==> src/rtl/serial_mac_fir.sv <==
// Serial multiply-accumulate FIR filter.
// A single MAC unit walks the taps one per clock, so each result takes LENGTH
// MAC cycles plus one accept and one hand-off cycle. Coefficients live in a
// small addressable RAM. The delay line can be flushed. The final sum is
// arithmetically shifted and then clamped to the signed output range.
module serial_mac_fir #(
    parameter int LENGTH      = 20,
    parameter int DATA_WIDTH  = 8,
    parameter int COEFF_WIDTH = 8,
    parameter int OUT_WIDTH   = 19,
    parameter int OUT_SHIFT   = 0,
    localparam int ADDR_WIDTH = $clog2(LENGTH),
    localparam int ACC_WIDTH  = DATA_WIDTH + COEFF_WIDTH + $clog2(LENGTH)
) (
    input  logic                   clock,
    input  logic                   resetN,
    input  logic                   coeffWrite,
    input  logic [ADDR_WIDTH-1:0]  coeffAddr,
    input  logic [COEFF_WIDTH-1:0] coeffIn,
    input  logic                   flush,
    input  logic                   dataInValid,
    output logic                   dataInReady,
    input  logic [DATA_WIDTH-1:0]  dataIn,
    output logic                   dataOutValid,
    input  logic                   dataOutReady,
    output logic [OUT_WIDTH-1:0]   dataOut,
    output logic                   saturated
);

    localparam int PROD_WIDTH = DATA_WIDTH + COEFF_WIDTH;
    localparam int CMP_WIDTH  = (ACC_WIDTH > OUT_WIDTH) ? ACC_WIDTH : OUT_WIDTH;

    localparam logic signed [CMP_WIDTH-1:0] OUT_MAX =
        {{(CMP_WIDTH-OUT_WIDTH+1){1'b0}}, {(OUT_WIDTH-1){1'b1}}};
    localparam logic signed [CMP_WIDTH-1:0] OUT_MIN =
        {{(CMP_WIDTH-OUT_WIDTH+1){1'b1}}, {(OUT_WIDTH-1){1'b0}}};

    typedef enum logic [1:0] {
        IDLE = 2'b00,
        MAC  = 2'b01,
        HOLD = 2'b10
    } state_t;

    state_t state;
    state_t next_state;

    logic signed [DATA_WIDTH-1:0]  x_line [LENGTH];
    logic signed [COEFF_WIDTH-1:0] h_coef [LENGTH];
    logic signed [ACC_WIDTH-1:0]   acc;
    logic [ADDR_WIDTH-1:0]         tap_count;

    logic signed [PROD_WIDTH-1:0]  product;
    logic signed [ACC_WIDTH-1:0]   mac_sum;
    logic signed [ACC_WIDTH-1:0]   shifted;
    logic signed [CMP_WIDTH-1:0]   s_wide;
    logic [OUT_WIDTH-1:0]          sat_value;
    logic                          sat_flag;
    logic                          last_tap;
    logic                          addr_in_range;

    assign dataInReady   = (state == IDLE);
    assign last_tap      = (tap_count == ADDR_WIDTH'(LENGTH - 1));
    assign addr_in_range = (32'(coeffAddr) < LENGTH);

    assign product = x_line[tap_count] * h_coef[tap_count];
    assign mac_sum = acc + ACC_WIDTH'(product);
    assign shifted = mac_sum >>> OUT_SHIFT;
    assign s_wide  = CMP_WIDTH'(shifted);

    // Clamp the shifted final sum into the signed output range.
    always_comb begin
        sat_value = s_wide[OUT_WIDTH-1:0];
        sat_flag  = 1'b0;
        if (s_wide > OUT_MAX) begin
            sat_value = OUT_MAX[OUT_WIDTH-1:0];
            sat_flag  = 1'b1;
        end else if (s_wide < OUT_MIN) begin
            sat_value = OUT_MIN[OUT_WIDTH-1:0];
            sat_flag  = 1'b1;
        end
    end

    // State register.
    always_ff @(posedge clock) begin
        if (!resetN) begin
            state <= IDLE;
        end else begin
            state <= next_state;
        end
    end

    // Next-state logic: accept, run all taps, then wait for the consumer.
    always_comb begin
        next_state = state;
        case (state)
            IDLE: if (dataInValid) next_state = MAC;
            MAC:  if (last_tap) next_state = HOLD;
            HOLD: if (dataOutReady) next_state = IDLE;
            default: next_state = IDLE;
        endcase
    end

    // Datapath: coefficient RAM, delay line, accumulator and output register.
    always_ff @(posedge clock) begin
        if (!resetN) begin
            for (int k = 0; k < LENGTH; k++) begin
                h_coef[k] <= '0;
                x_line[k] <= '0;
            end
            acc          <= '0;
            tap_count    <= '0;
            dataOut      <= '0;
            dataOutValid <= 1'b0;
            saturated    <= 1'b0;
        end else begin
            case (state)
                IDLE: begin
                    if (coeffWrite && addr_in_range) begin
                        h_coef[coeffAddr] <= coeffIn;
                    end
                    if (dataInValid) begin
                        for (int k = LENGTH - 1; k >= 1; k--) begin
                            x_line[k] <= flush ? '0 : x_line[k-1];
                        end
                        x_line[0] <= dataIn;
                        acc       <= '0;
                        tap_count <= '0;
                    end else if (flush) begin
                        for (int k = 0; k < LENGTH; k++) begin
                            x_line[k] <= '0;
                        end
                    end
                end
                MAC: begin
                    acc       <= mac_sum;
                    tap_count <= tap_count + ADDR_WIDTH'(1);
                    if (last_tap) begin
                        dataOut      <= sat_value;
                        saturated    <= sat_flag;
                        dataOutValid <= 1'b1;
                    end
                end
                HOLD: begin
                    if (dataOutReady) begin
                        dataOutValid <= 1'b0;
                    end
                end
                default: begin
                    dataOutValid <= 1'b0;
                end
            endcase
        end
    end

endmodule

==> config.mk <==
export PLATFORM = sky130hd
export DESIGN_NAME = serial_mac_fir
export DESIGN_NICKNAME = d
export VERILOG_FILES = /design/src/rtl/serial_mac_fir.sv
export SDC_FILE = /design/constraint.sdc
export NUM_CORES = 1
export LEC_CHECK = 0
export CAP_MARGIN = 30
export CORE_AREA = 2 2 212 193
export DETAILED_ROUTE_END_ITERATION = 12
export DIE_AREA = 0 0 214 195
export HOLD_SLACK_MARGIN = 0.06
export PLACE_DENSITY = 0.78
export SLEW_MARGIN = 20
export SYNTH_ARGS = -nofsm -noshare
export SYNTH_HDL_FRONTEND = slang
export SYNTH_SLANG_ARGS = --single-unit
==> constraint.sdc <==
create_clock -name clock -period 15.93 [get_ports clock]
set_input_delay 1.593 -clock clock [delete_from_list [all_inputs] [get_ports clock]]
set_output_delay 1.593 -clock clock [all_outputs]
set_load 0.05 [all_outputs]
# [Word level (Yosys, flattened, before mapping)]
# Memory sizes are Yosys's and may differ from the RTL's. A register that Yosys moved wholly into a read port is not among the register bits.
# Index checks and enable logic that the tools add are counted.
[totals] ff_bits=49 ram_bits=320 in_bits=27 out_inout_bits=22 wordCells=164 mem_count=2
[classes] addsub=2 mul=1 n_lt_le_gt_ge=3 n_eq_ne=6 mux=95 bitwise=41 n_reduce_logical=8
[memory_table] memory="h_coef" depth=20 word_bits=8 read_ports=1 rd_clocked_by_memory_dff=1 write_ports=20 line_no="48" source="logic signed [COEFF_WIDTH-1:0] h_coef [LENGTH];"
[memory_table] memory="x_line" depth=20 word_bits=8 read_ports=20 rd_clocked_by_memory_dff=1 write_ports=20 line_no="47" source="logic signed [DATA_WIDTH-1:0] x_line [LENGTH];"
[ops] cell="$mux W8" count=60
[ops] cell="$pmux W21 S2" count=1
[ops] cell="$or A1 B1 Y1" count=40
[ops] cell="$mux W19" count=2
[ops] cell="$mux W5" count=6
[ops] cell="$add A21 B16 Y21" count=1
[ops] cell="$gt A21 B19 Y1 const B" count=1
[ops] cell="$lt A21 B19 Y1 const B" count=1
[ops] cell="$mux W21" count=1
[ops] cell="$mux W1" count=19
[ops] cell="$mul A8 B8 Y16" count=1
[ops] cell="$pmux W5 S2" count=1
[ops] cell="$reduce_or A8 Y1" count=1
[ops] cell="$mux W2" count=3
[ops] cell="$ne A2 B2 Y1 const B" count=3
[ops] cell="$pmux W2 S3" count=1
[ops] cell="$reduce_and A3 Y1" count=2
[ops] cell="$add A5 B1 Y5 const B" count=1
[ops] cell="$eq A5 B5 Y1 const B" count=1
[ops] cell="$lt A5 B5 Y1 const B" count=1
[ops] cell="$reduce_and A2 Y1" count=2
[ops] cell="$pmux W1 S3" count=1
[ops] cell="$eq A2 B1 Y1 const B" count=1
[ops] cell="$eq A2 B2 Y1 const B" count=1
[ops] cell="other kinds (4)" count=4

# [Longest topological paths before layout]
[depth] ltp_word=8 depth_mapped=28

# [Worst setup path after synthesis]
# No wires, ideal clock.
[synth_timing] kind="register to register" from="reg with a tool-made name" to="reg dataOut[10]" setup_ns=0.122 t_arrival_ns=7.092 path_slack_ns=8.716 stages_incl_launch_ff=24 n_path_buf=4 path_cell_list="dfxtp_1 -> clkbuf_1 -> clkbuf_1 -> mux4_2 -> mux4_2 -> mux2_2 -> inv_1 -> nor2_1 -> inv_1 -> fa_1 -> inv_1 -> fa_1 -> fa_1 -> fa_1 -> fa_1 -> ha_1 -> or4_4 -> o21ai_4 -> o211ai_2 -> xor2_1 -> o21a_1 -> buf_6 -> buf_8 -> a221o_1"
[synth_lines] element="to (signal assigned)" line_no="138" source="dataOut <= sat_value;"
[synth_lines] element="to (decl)" line_no="26" source="output logic [OUT_WIDTH-1:0] dataOut,"

==> impl_results.md <==
* Hold Buf Count CTS at 0
* Period Utilization, post-route at a little over half
* ANT cells at 0
* Synth cell types at 63
* First-pass GRT wire length at ~75,000 um
* Layout cells sized above 1 at between 10% and 20%
* Gpl congestion at 0.853
* Gr ovfl total at 0
* Violation count after the first detailed-route iteration at 1,191
* Worst Path Required at between 15 and 20 ns
* Dpl cell area at 25,400 sq um
* Via count at 13,200
* Root Driver: clkbuf_16
* CTS tree: done
* Outcome: complete, no violations
* Die area at between 40,000 and 50,000 sq um
* Vias in the first global route at ~14,000
* DRC at 0
* H-tree depth at 2
* Drt via density at 5.75
* VDD IR-drop max at around 0.13 mV
* Reg area at 13,600 sq um
* Synth top area cells: edfxtp_1 (52%), mux4_2 (12%), and2_1 (8.5%)
* RSZ-0062 raised after global routing: false
* HPWL Detailed at roughly 31,000 um
* Initial core utilization at ~61%
* Die W at between 200 and 250 um
* Final wirelength at 46,600 um
* Main synth FF type: edfxtp_1
* DRT antenna net count at 0
* Post-synthesis async set-or-reset flop share at 0%
* Maxcap violations at 0
* Fillers at approximately 2,600
* IO Count at between 40 and 50
* Fin area at 27,000 sq um
* Max-slew headroom at the worst pin at a little over a third
* Skew final at between 0.02 and 0.03 ns
* P&R area growth vs syn at 12.9%
* Worst-Skew Late Latency at roughly 0.6 ns
* Pwr dens at 139 nW/um^2
* Final number of hold-violating endpoints at 0
* Mapped Cells at 1,578
* Fin nets at 1,891
* Crit path launch type: flip-flop
* Initial antenna violation count at 0
* Critical Path AT at 9.09 ns
* Row Count at 69
* Slew Viols, Final at 0
* Setup TNS at 0 ns
* CTS Buf Count at 47
* Cell taking the most area after synthesis: edfxtp_1
* EDFF count, synth at 416
* Hold Path Class: reg -> reg
* Postcts setup bufs at 0
* Die Y at between 150 and 200 um
* Worst-margin pin slew at around 0.96 ns
* Most common cell in the netlist: edfxtp_1
* Share of the synthesized area in the top cell type at 52.2%
* Yosys warnings at 0
* Syn Area/Cell at roughly 15 sq um
* Seq/Total Area, Yosys at 56.7%
* WL per Instance at between 20 and 25 um
* Final Critical Period at 8.58 ns
* Clock-pin slew on the worst setup and hold paths at ~0.060 ns
* Critical path type: reg -> reg
* Crit. End Element: flip-flop
* Fmax at 0.117 GHz
* Post-cts resize count at 0
* Pre-antenna DRT Iters at 5
* Maximum fanout along the worst path at 31
* Port Buffers at 48
* Worst-case clock buffer depth at 3
* GRT Util Overall at a little under a quarter
* Core box area at 39,300 sq um
* Sink Count at 470
* Flops & latches, synth at 470
* Multi-input gate area at roughly 10000 sq um
* Endpoints failing setup at 0
* Mapped Area at ~24,000 sq um
* Largest net degree at the start of global routing at 83
* Pleak at a little over 10 nW
* Most frequent cells after synthesis: edfxtp_1 (416), and2_1 (325), mux4_2 (128)
==> cell families (layout without fill, tap and decap cells) <==
kind of cell             after synthesis  count (layout)  share of synthesized area (%)
other                                  1              96                         0.0157
XOR/XNOR                              20              20                          0.732
AND/OR/NAND/NOR                      495             495                           12.0
multiplexers                         147             147                           13.4
adder cells (fa/ha/maj)              141             141                           10.3
buffers and inverters                186             272                           3.23
flip-flops                           470             470                           56.7
AO/OA/AOI/OAI                        118             118                           3.66
==> metrics by stage <==
| stage | instances | setup slack [ns] | util (%) | total power (W) | hold WS (ns) |
|---|---|---|---|---|---|
| 4_1_cts | 2286 | 7.20 | 68.7 | 0.00377 | 0.489 |
| 5_1_grt | 2291 | 6.77 | 68.8 | 0.00397 | 0.501 |
| 6_report | 2291 | 7.35 | 68.8 | 0.00375 | 0.487 |
| 3_3_place_gp | 2190 | 7.52 | 64.3 | 0.00258 | 0.475 |
| 2_1_floorplan | 1673 | 8.72 | - | 0.00235 | 0.471 |
| 3_5_place_dp | 2201 | 7.23 | 64.6 | 0.00262 | 0.476 |
==> layout make-up <==
| cell class | instances | share of cell area [%] |
|---|---|---|
| flip-flops and latches | 470 | 50.2 |
| repair buffers | 89 | 3.09 |
| clock buffers | 55 | 4.58 |
| clock inverters | 30 | 1.36 |
| inverters | 98 | 1.36 |
| multi-input cells | 1017 | 36.9 |
| well taps | 532 | 2.46 |
==> critical path: stages, from the launching register on <==
cell and delay (ns):
dfxtp_4 0.71, buf_4 0.41, buf_16 0.29, mux4_2 0.53, mux4_2 0.49, mux2i_2 0.49
nor2_1 0.24, fa_1 0.60, fa_1 0.72, inv_1 0.13, fa_1 0.49, inv_1 0.05
fa_1 0.43, ha_1 0.29, ha_1 0.36, a21oi_1 0.17, o21ai_0 0.21, a2111oi_0 0.47
o21ai_0 0.26, a311oi_2 0.28, o21a_1 0.60, a221o_1 0.27
==> power by group <==
group	switching (W)	leakage, nW	internal, W
Clock	0.000466	0.781	0.000685
Sequential	0.0000472	4.78	0.00143
Combinational	0.000652	4.82	0.000477
==> per-layer routing <==
metal | vias up | track usage (%) | routed length [um]
met2 | 397 | 39.1 | 23600
met4 | 0 | 7.15 | 1120
met5 | - | 0 | 0
met3 | 78 | 3.88 | 2790
li1 | 5934 | - | -
met1 | 6756 | 31.6 | 19100
==> state kept, by name, summed over array words and instances, names as in the netlist, named ones only <==
| register | flops |
|---|---|
| x_line | 160 |
| acc | 21 |
| h_coef | 256 |
| saturated | 1 |
| state | 2 |
| dataOutValid | 1 |
| dataOut | 19 |
| tap_count | 5 |
==> path summary, 6_finish.rpt <==
path | startpoint | endpoint | slack [ns] | cells after the start
worst max-delay path | flip-flop | dataOut[16]$_SDFFE_PN0P_ | 7.35 | 21
worst min-delay path | dataOut[1]$_SDFFE_PN0P_ | dataOut[1]$_SDFFE_PN0P_ | 0.49 | 1
worst max register to register | flip-flop | dataOut[16]$_SDFFE_PN0P_ | 7.35 | 21
worst min register to register | dataOut[1]$_SDFFE_PN0P_ | dataOut[1]$_SDFFE_PN0P_ | 0.49 | 1
==> placed cells by master, fill, tap and decap left out, types with 9 or more instances in the layout <==
cell type        instances
mux4_2                 128
buf_2                   11
clkinv_1                10
clkinv_2                 9
o21ai_0                 33
edfxtp_1               416
a22oi_1                 23
dfxtp_1                 50
inv_1                   94
buf_4                   26
nor2_1                  71
and2_1                 325
nand2_1                 17
mux2i_4                 10
a21oi_1                  9
xnor2_1                 16
a221o_1                 18
nor2b_1                 35
ha_1                    49
fa_1                    92
clkbuf_16               48
conb_1                  96
clkdlybuf4s50_1         43
Note: power is estimated with default switching activity, not from simulation.
